[config.mk]
export PLATFORM = sky130hd
export DESIGN_NAME = shift_decode_stage_flat
export DESIGN_NICKNAME = d
export VERILOG_FILES = /design/src/rtl/shift_decode_if.sv /design/src/rtl/shift_decode_stage.sv /design/src/flat_wrapper.sv
export SDC_FILE = /design/constraint.sdc
export NUM_CORES = 1
export LEC_CHECK = 0
export CAP_MARGIN = 15
export CORE_UTILIZATION = 50
export CTS_BUF_LIST = sky130_fd_sc_hd__clkbuf_16
export CTS_CLUSTER_DIAMETER = 80
export DETAILED_ROUTE_END_ITERATION = 10
export DONT_BUFFER_PORTS = 1
export GPL_TIMING_DRIVEN = 0
export PLACE_DENSITY = 0.65
export SYNTH_ARGS = -nofsm -noshare
export SYNTH_HDL_FRONTEND = slang
export SYNTH_SLANG_ARGS = --single-unit
[constraint.sdc]
create_clock -name clk -period 2.76 [get_ports clk]
set_input_delay 0.69 -clock clk [delete_from_list [all_inputs] [get_ports clk]]
set_output_delay 0.69 -clock clk [all_outputs]
set_load 0.01 [all_outputs]
[src/rtl/shift_decode_if.sv]
// Handshake bundle between the issue logic and the shift decode stage:
// an op request channel (in_*) and a decoded op channel for the shift chain (out_*).
interface shift_decode_if #(
  parameter int DATA_W  = 32,
  parameter int SHAMT_W = $clog2(DATA_W)
);
  logic               in_valid;
  logic               in_ready;
  logic [DATA_W-1:0]  in_data;
  logic [SHAMT_W-1:0] in_shamt;
  logic [1:0]         in_op;

  logic               out_valid;
  logic               out_ready;
  logic [DATA_W-1:0]  out_data;
  logic [SHAMT_W-1:0] out_en;
  logic               out_fill;
  logic               out_rev;
  logic               out_illegal;

  // Upstream issuer and downstream chain side (drives requests, accepts decoded ops).
  modport master (
    output in_valid, in_data, in_shamt, in_op, out_ready,
    input  in_ready, out_valid, out_data, out_en, out_fill, out_rev, out_illegal
  );

  // Decode stage side.
  modport slave (
    input  in_valid, in_data, in_shamt, in_op, out_ready,
    output in_ready, out_valid, out_data, out_en, out_fill, out_rev, out_illegal
  );
endinterface

[src/rtl/shift_decode_stage.sv]
// Registered issue/decode stage ahead of the right-shift chain, with a two-entry skid buffer.
// Optional stall counter enabled by defining SHIFT_STALL_CNT_EN.
module shift_decode_stage #(
  parameter int DATA_W  = 32,
  parameter int SHAMT_W = $clog2(DATA_W)
) (
  input  logic              clk,
  input  logic              n_rst,
  input  logic              flush,
  shift_decode_if.slave     bus
`ifdef SHIFT_STALL_CNT_EN
  ,
  output logic [15:0]       stall_cnt
`endif
);

  typedef enum logic [1:0] {
    EMPTY = 2'd0,
    ONE   = 2'd1,
    FULL  = 2'd2
  } state_e;

  typedef enum logic [1:0] {
    OP_SLL = 2'b00,
    OP_SRL = 2'b01,
    OP_SRA = 2'b10,
    OP_RSV = 2'b11
  } op_e;

  typedef struct packed {
    logic [DATA_W-1:0]  data;
    logic [SHAMT_W-1:0] en;
    logic               fill;
    logic               rev;
    logic               illegal;
  } dec_t;

  state_e state_q, state_d;
  dec_t   main_q, main_d;
  dec_t   skid_q, skid_d;
  logic   in_ready_q, in_ready_d;
  dec_t   in_dec;
  logic   in_fire, out_fire, out_valid;

  // Left shifts are bit-reversed here so the chain only ever shifts right.
  function automatic dec_t decode(input logic [DATA_W-1:0]  d,
                                  input logic [SHAMT_W-1:0] s,
                                  input logic [1:0]         op);
    dec_t r;
    r.data    = d;
    r.en      = s;
    r.fill    = 1'b0;
    r.rev     = 1'b0;
    r.illegal = 1'b0;
    case (op_e'(op))
      OP_SLL: begin
        for (int i = 0; i < DATA_W; i++) r.data[i] = d[DATA_W-1-i];
        r.rev = 1'b1;
      end
      OP_SRA:  r.fill = d[DATA_W-1];
      OP_RSV: begin
        r.en      = '0;
        r.illegal = 1'b1;
      end
      default: ;
    endcase
    return r;
  endfunction

  assign in_dec    = decode(bus.in_data, bus.in_shamt, bus.in_op);
  assign out_valid = (state_q != EMPTY);
  assign in_fire   = bus.in_valid & in_ready_q;
  assign out_fire  = out_valid & bus.out_ready;

  // NOTE: every signal written here gets a default first, otherwise a latch is inferred.
  always_comb begin
    state_d = state_q;
    main_d  = main_q;
    skid_d  = skid_q;
    case (state_q)
      EMPTY: begin
        if (in_fire) begin
          main_d  = in_dec;
          state_d = ONE;
        end
      end
      ONE: begin
        if (in_fire && out_fire) begin
          main_d = in_dec;
        end else if (in_fire) begin
          skid_d  = in_dec;
          state_d = FULL;
        end else if (out_fire) begin
          state_d = EMPTY;
        end
      end
      FULL: begin
        if (out_fire) begin
          main_d  = skid_q;
          state_d = ONE;
        end
      end
      default: state_d = EMPTY;
    endcase
    if (flush) state_d = EMPTY;
    in_ready_d = (state_d != FULL);
  end

  // NOTE: non-blocking assignments for all state so every flop samples pre-edge values.
  always_ff @(posedge clk) begin
    if (!n_rst) begin
      state_q    <= EMPTY;
      in_ready_q <= 1'b1;
      main_q     <= '0;
    end else begin
      state_q    <= state_d;
      in_ready_q <= in_ready_d;
      main_q     <= main_d;
    end
  end

  // NOTE: the skid entry is never visible before it is written, so it carries no reset.
  always_ff @(posedge clk) begin
    skid_q <= skid_d;
  end

  assign bus.in_ready    = in_ready_q;
  assign bus.out_valid   = out_valid;
  assign bus.out_data    = main_q.data;
  assign bus.out_en      = main_q.en;
  assign bus.out_fill    = main_q.fill;
  assign bus.out_rev     = main_q.rev;
  assign bus.out_illegal = main_q.illegal;

`ifdef SHIFT_STALL_CNT_EN
  logic [15:0] stall_cnt_q, stall_cnt_d;

  always_comb begin
    stall_cnt_d = stall_cnt_q;
    if (flush)
      stall_cnt_d = '0;
    else if (out_valid && !bus.out_ready && stall_cnt_q != 16'hFFFF)
      stall_cnt_d = stall_cnt_q + 16'd1;
  end

  always_ff @(posedge clk) begin
    if (!n_rst) stall_cnt_q <= '0;
    else        stall_cnt_q <= stall_cnt_d;
  end

  assign stall_cnt = stall_cnt_q;
`endif

endmodule

[src/flat_wrapper.sv]
// flat-port wrapper written by rule: the top's interface ports become plain ports
module shift_decode_stage_flat 
#(
  parameter int DATA_W  = 32,
  parameter int SHAMT_W = $clog2(DATA_W)
)
  (clk, n_rst, flush, bus_in_valid, bus_in_data, bus_in_shamt, bus_in_op, bus_out_ready, bus_in_ready, bus_out_valid, bus_out_data, bus_out_en, bus_out_fill, bus_out_rev, bus_out_illegal);
  shift_decode_if #(.DATA_W(DATA_W), .SHAMT_W(SHAMT_W)) bus_i ();
  input  logic clk;
  input  logic n_rst;
  input  logic flush;
  input wire logic [$bits(bus_i.in_valid)-1:0] bus_in_valid;
  input wire logic [$bits(bus_i.in_data)-1:0] bus_in_data;
  input wire logic [$bits(bus_i.in_shamt)-1:0] bus_in_shamt;
  input wire logic [$bits(bus_i.in_op)-1:0] bus_in_op;
  input wire logic [$bits(bus_i.out_ready)-1:0] bus_out_ready;
  output wire logic [$bits(bus_i.in_ready)-1:0] bus_in_ready;
  output wire logic [$bits(bus_i.out_valid)-1:0] bus_out_valid;
  output wire logic [$bits(bus_i.out_data)-1:0] bus_out_data;
  output wire logic [$bits(bus_i.out_en)-1:0] bus_out_en;
  output wire logic [$bits(bus_i.out_fill)-1:0] bus_out_fill;
  output wire logic [$bits(bus_i.out_rev)-1:0] bus_out_rev;
  output wire logic [$bits(bus_i.out_illegal)-1:0] bus_out_illegal;
  assign bus_i.in_valid = bus_in_valid;
  assign bus_i.in_data = bus_in_data;
  assign bus_i.in_shamt = bus_in_shamt;
  assign bus_i.in_op = bus_in_op;
  assign bus_i.out_ready = bus_out_ready;
  assign bus_in_ready = bus_i.in_ready;
  assign bus_out_valid = bus_i.out_valid;
  assign bus_out_data = bus_i.out_data;
  assign bus_out_en = bus_i.out_en;
  assign bus_out_fill = bus_i.out_fill;
  assign bus_out_rev = bus_i.out_rev;
  assign bus_out_illegal = bus_i.out_illegal;
  shift_decode_stage #(.DATA_W(DATA_W), .SHAMT_W(SHAMT_W)) u_core (.clk(clk), .n_rst(n_rst), .flush(flush), .bus(bus_i));
endmodule
==> results.md <==
* Die Area at 0.00726 sq mm
* Number of flops mapped to enable cells by yosys at 40
* First-pass GRT wire length at 10700 microns
* Clock Path Buffers at 2
* LEAKAGE at 1.55 nW
* Critical Path AT at 1.08 ns
* Initial core utilization at 0.530
* Min Tclk post-route at 1.77 ns
* Port-buffer cells at 0
* Crit path cell chain: or2_2
* Die Span Y at 85.2 microns
* CP required at 2.07 ns
* Slowest CP cell: dfxtp_1
* CP Capture Type: output port
* Area of the multi-input gates at 0.00131 sq mm
* Netlist cell types at 28
* GRT Overall Usage at 0.199
* Routed Antenna Nets at 0
* Io pins at 86
* Mean routed wirelength per cell at 19.5 microns
* Clk_lat worst skew at 0.34 ns
* Total power at 0.00274 W
* # rows at 29
* Ratio of cells with drive above 1 in the final layout at 0.245
* Endpoints failing setup at 0
* Detailed-router iteration count before antenna repair at 4
* CP Max Fanout at 8
* Final Cycle Share at 0.642
* Fillers at 556
* Setup bufs post-CTS at 0
* Post-layout util at 0.592
* Starting DRT DRC Count at 66
* Fin. Hold Viols at 0
* Max VDD drop at 318 uV
* Register bit count reported by yosys at 83
* Sequential cell area at 0.00206 sq mm
* Relative slew slack at 0.679
* CP Buf/Inv Count at 0
* Number of remaining DRC errors at 0
* Power Dens Cells at 708 mW/mm^2
* Warnings from Yosys at 0
* CTS tree: built
* Worst setup SP type: flop
* Post-layout worst setup margin at 0.988 ns
* Nets at 313
* Cell Count, Final, Fillers Out at 351
* Max Cap Viol at 0
* Sequential share of the synthesized area at 0.596
* Via count at 2036
* Netlist Area Pre-Place at 0.00346 sq mm
* Vias in the first global route at 2086
* Total length of routed wires at 6830 microns
* Clock buffer count from CTS at 9
* HPWL after DPL at 4700 microns
* Skew final at 0.00770 ns
* Cell family with most CP delay: flip-flops
* P&R area growth vs syn at 11.7%
* Root Driver: clkbuf_16
* Worst-Margin Slew at 0.481 ns
* Synthesized instance count at 257
* Post-synth ARST share at 0
* Largest net degree at the start of global routing at 28
* Die Width at 85.2 microns
* WS Path Type: flop to output port
* Worst min path class: input port to flop
* CTS H-tree lvls at 3
* Core Region at 0.00653 sq mm
* RSZ-0062 raised after global routing: no
* Inst Count DP at 335
* # hold bufs at CTS at 0
* Fin. max-slew vios at 0
* Final Wtd Congestion at 0.741
* Antenna violations before repair at 0
* Crit-path max cell delay at 0.39 ns
* Mean Syn Cell Area at 13.5 sq um
* Max Clk Rate at 564 MHz
* Ant. Diodes at 0
* Setup tns final at 0 ns
* Grt ovf at 0
* Pre-CTS WS at 0.665 ns
* Mapped Nets at 301
* Dominant synthesized flop cell: dfxtp_1
* Worst-path clk slew at 0.06 ns
* Post-cts sizing count at 0
* Vias/cell at 5.80
* Outcome: finished clean
* Clock sink count at 83
## sequential cells by signal, indices dropped and copies added (netlist names)
| signal | cells |
|---|---|
| u_core.bus.out_rev | 1 |
| u_core.skid_q | 40 |
| u_core.state_q | 2 |
| u_core.bus.out_fill | 1 |
| u_core.bus.out_data | 32 |
| u_core.bus.out_illegal | 1 |
| u_core.bus.out_en | 5 |
| u_core.bus.in_ready | 1 |
## synthesized netlist by cell type (all sizes together), types with 2 or more instances
library cell	n	area share
dfxtp	43	0.25
edfxtp	40	0.35
mux2i	33	0.095
mux2	32	0.10
o2bb2ai	32	0.081
nand2	18	0.020
buf	14	0.022
nor2	12	0.014
a311oi	7	0.018
nor2b	7	0.013
clkbuf	3	0.0033
a21oi	2	0.0029
and2	2	0.0036
nand2b	2	0.0036
## per-stage QoR
stage	hold WS (ns)	cell area, sq um
final	0.474	3870
after global routing	0.469	3870
after CTS	0.466	3870
after detailed placement	0.503	3580
after global placement	0.489	3560
after floorplan	0.484	3460
## area by class of cell
cell class              instances  area share
plain buffers                  17      0.0226
clock buffers                  10      0.0647
clock inverters                 6     0.00971
inverters                       2     0.00194
multi-input cells             155       0.338
flip-flops and latches         83       0.533
well taps                      77      0.0249
repair buffers                  1     0.00518
## metal layers
metal / vias to the layer above / track usage / wire length, microns
met4: 0 / 0.111 / 109
met1: 967 / 0.244 / 2870
met3: 6 / 0.0720 / 597
met5: - / 0 / 0
met2: 62 / 0.305 / 3250
li1: 1001 / - / -
## layout by cell type (no fill, tap or decap), types with 3 or more instances in the layout
cell type  count
a311oi_1       7
mux2_2        32
buf_2         13
dfxtp_1       43
o2bb2ai_1     32
nor2_1        11
clkbuf_1       3
mux2i_1       33
edfxtp_1      40
nand2_1       17
clkbuf_16     10
nor2b_1        6
## final timing paths
kind | cells past startpoint | slack (ns) | start | endpoint
max reg2reg | 5 | 1.03 | u_core.state_q[0]$_SDFF_PN0_ | u_core.bus.out_data[14]$_SDFFE_PN0P_
min reg2reg | 1 | 0.51 | u_core.bus.out_data[3]$_SDFFE_PN0P_ | u_core.bus.out_data[3]$_SDFFE_PN0P_
min | 1 | 0.47 | bus_out_ready | u_core.bus.in_ready$_SDFF_PN1_
max | 1 | 0.99 | u_core.state_q[1]$_SDFF_PN0_ | bus_out_valid
## power by group
part           leakage [nW]  switching (W)  internal, W  total, W
clock                 0.147       0.000477     0.000662   0.00114
sequential            0.715      0.0000550      0.00135   0.00141
combinational         0.688       0.000101    0.0000912  0.000192
## cell families (layout without fill, tap and decap cells)
logic type             Yosys count  after routing  synth area share
AO/OA/AOI/OAI                   45             45             0.115
AND/OR/NAND/NOR                 45             45            0.0625
flip-flops                      83             83             0.596
multiplexers                    65             65             0.199
buffers and inverters           19             36            0.0275
No activity file was read; power rests on OpenSTA's default activity.
==> RTL edit (config.mk and constraints unchanged) <==
`DATA_W` is set to 32 in 3 places; all go to 64.
--- a/src/rtl/shift_decode_if.sv
+++ b/src/rtl/shift_decode_if.sv
@@ -3,3 +3,3 @@
 interface shift_decode_if #(
-  parameter int DATA_W  = 32,
+  parameter int DATA_W  = 64,
   parameter int SHAMT_W = $clog2(DATA_W)
--- a/src/rtl/shift_decode_stage.sv
+++ b/src/rtl/shift_decode_stage.sv
@@ -3,3 +3,3 @@
 module shift_decode_stage #(
-  parameter int DATA_W  = 32,
+  parameter int DATA_W  = 64,
   parameter int SHAMT_W = $clog2(DATA_W)
--- a/src/flat_wrapper.sv
+++ b/src/flat_wrapper.sv
@@ -3,3 +3,3 @@
 #(
-  parameter int DATA_W  = 32,
+  parameter int DATA_W  = 64,
   parameter int SHAMT_W = $clog2(DATA_W)
Ports: changed (resized bus_in_data, bus_in_shamt, bus_out_data and bus_out_en); port bits go from 86 to 152. The function was not compared with the original's and may differ.
==> RTL edit against the unedited design <==
Synthesized area up 83%. Non-clock buffer count up 14. Count of clock-buffer cells in the layout up 7. Sequential cell count up 66. Routed wire length up 91%. Total power up 76%. Cell area up 82%. Synthesized cell count up 70%. Sequential power up 80%. Worst setup slack worse by 53 ps. Largest cell class unchanged.
==> RTL edit: results (changes against the unedited design) <==
| Metric | Value |
|---|---|
| Insertion delay to the later sink of the worst-skew pair | 420 ps (+80 ps) |
| Top post-synthesis cells by area | sky130_fd_sc_hd__edfxtp_1 (35%), sky130_fd_sc_hd__dfxtp_1 (24%), sky130_fd_sc_hd__mux2_1 (11%), sky130_fd_sc_hd__mux2i_1 (10%), sky130_fd_sc_hd__o2bb2ai_1 (6.6%) |
| Global-route usage over all layers | 21.1% (+1.2 points) |
| Worst clock skew | 5.46 ps (-2.24 ps) |
| M3 GR Usage | 9.26% (+2.1 points) |
| Vias in the first global route | 3,893 (+87%) |
| Final routed wire length divided by cell count | 20.4 um (+4.8%) |
| CTS root buf | sky130_fd_sc_hd__clkbuf_16 |
| Max stage delay on crit path | 520 ps (+130 ps) |
| Number of nets in the finished design | 535 (+71%) |
| # fillers | 989 (+78%) |
| DPL Wire Length | 8.89 mm (+89%) |
| Synth cell types | 30 (+7.1%) |
| Routed metal-1 wirelength | 5.56 mm (+94%) |
| # placed instances | 607 (+81%) |
| Yosys warning count | 0 (unchanged) |
| Total via count after detailed routing | 3,648 (+79%) |
| Fraction of met1 tracks used by global routing | 25.4% (+0.98 points) |
| DP Worst Slack | 588 ps (-77.3 ps) |
| Met2 routing resource usage after global routing | 33.0% (+2.5 points) |
| Synth cell count leaders | sky130_fd_sc_hd__dfxtp_1 (76), sky130_fd_sc_hd__edfxtp_1 (73), sky130_fd_sc_hd__mux2i_1 (65), sky130_fd_sc_hd__mux2_1 (64), sky130_fd_sc_hd__o2bb2ai_1 (48) |
| Pre-Repair DR Iteration Count | 5 (+1) |
| First-pass GRT wire length | 20.7 mm (+94%) |
| Pin count of the biggest net entering global routing | 40 (+43%) |
| Worst slew pin tran | 542 ps (+61.1 ps) |
| Maximum fanout along the worst path | 39 (+31) |
| Clock transition at the registers of the reported paths | 50 ps |
| Top routing layer used | met4 |
| Initial antenna violation count | 0 (unchanged) |
| Violation count after the first detailed-routing iteration | 173 (+160%) |
| PostCTS Resize Cnt | 0 (unchanged) |
| Synth Net Count | 515 (+71%) |
| Post-synth EDFFs | 73 (+83%) |
| Fraction of final layout cells with drive strength greater than 1 | 15.5% (-9.0 points) |
| Signal arrival time at the worst endpoint | 1930 ps (+850 ps) |
| Avg Synthesized Cell Area | 14.5 um2 (+7.4%) |
| Multiplexer share of the synthesized area | 21.6% (+1.7 points) |
| Amount of wire on met2 after detailed routing | 5.95 mm (+83%) |
| Register area share after synthesis | 58.6% (-0.95 points) |
| H-Tree Level Count | 4 (+1) |
| Async SR Flop Fraction | 0% (unchanged) |
| Detailed route wirelength on metal3 | 1.30 mm (+120%) |
| Complex-gate fraction of the synthesized area | 12.4% (+0.93 points) |
| DRT Wirelength | 13.0 mm (+91%) |
| Cell at the slowest stage of the critical path | sky130_fd_sc_hd__and2_4 |
| Number of buffers inserted during clock tree synthesis | 17 (+8) |
| Placer congestion estimate | 0.732 (-1.3%) |
| Max IR drop VDD | 365 uV (+15%) |
| Number of flip-flops in the largest register | 73 (+83%) |
| Run status | completed |
| Total leakage power | 2.87 nW (+85%) |
RTL edit: cell count changes after synthesis, moves of 6 or more:
cell                        change
sky130_fd_sc_hd__mux2i_1       +32
sky130_fd_sc_hd__dfxtp_1       +33
sky130_fd_sc_hd__edfxtp_1      +33
sky130_fd_sc_hd__o2bb2ai_2     +16
sky130_fd_sc_hd__mux2_2        -32
sky130_fd_sc_hd__buf_6          +7
sky130_fd_sc_hd__mux2_1        +64
sky130_fd_sc_hd__o2bb2ai_1     +16
sky130_fd_sc_hd__buf_4          +6
RTL edit: stage by stage:
stage                     util [%]  total power [mW]  area, um2
after floorplan                  -              2.84       6340
after global placement        53.8              2.93       6550
after detailed placement      54.0              2.94       6570
after CTS                     58.0              4.87       7060
after global routing          58.0              5.00       7060
final                         58.0              4.82       7060
RTL edit: power breakdown:
group / switching [mW] / leakage (nW) / internal [mW]
registers: 0.108 / 1.29 / 2.43
logic: 0.193 / 1.32 / 0.161
clock network: 0.829 / 0.265 / 1.10
total: 1.13 / 2.87 / 3.69
RTL edit: layout make-up:
type                    count  area share, %
clock inverters            15          0.869
repair buffers              1          0.284
multi-input cells         256           34.0
clock buffers              17           6.03
well taps                 168           2.98
plain buffers              31           3.09
inverters                   2          0.106
flip-flops and latches    149           52.6
RTL edit: path summary, 6_finish.rpt:
| check | start | to | slack (ps) | cells past startpoint |
|---|---|---|---|---|
| max | u_core.state_q[0] | u_core.skid_q[30] | 930 | 3 |
| min | bus_out_ready | u_core.bus.in_ready | 400 | 1 |
| max reg2reg | u_core.state_q[0] | u_core.skid_q[30] | 930 | 3 |
| min reg2reg | u_core.bus.out_data[31] | u_core.bus.out_data[31] | 510 | 1 |
RTL edit: critical path: cells and delay by family (launching register included):
kind	cells	cell delay, ps
AND/OR/NAND/NOR	2	780
flip-flops	1	400
buffers and inverters	1	300
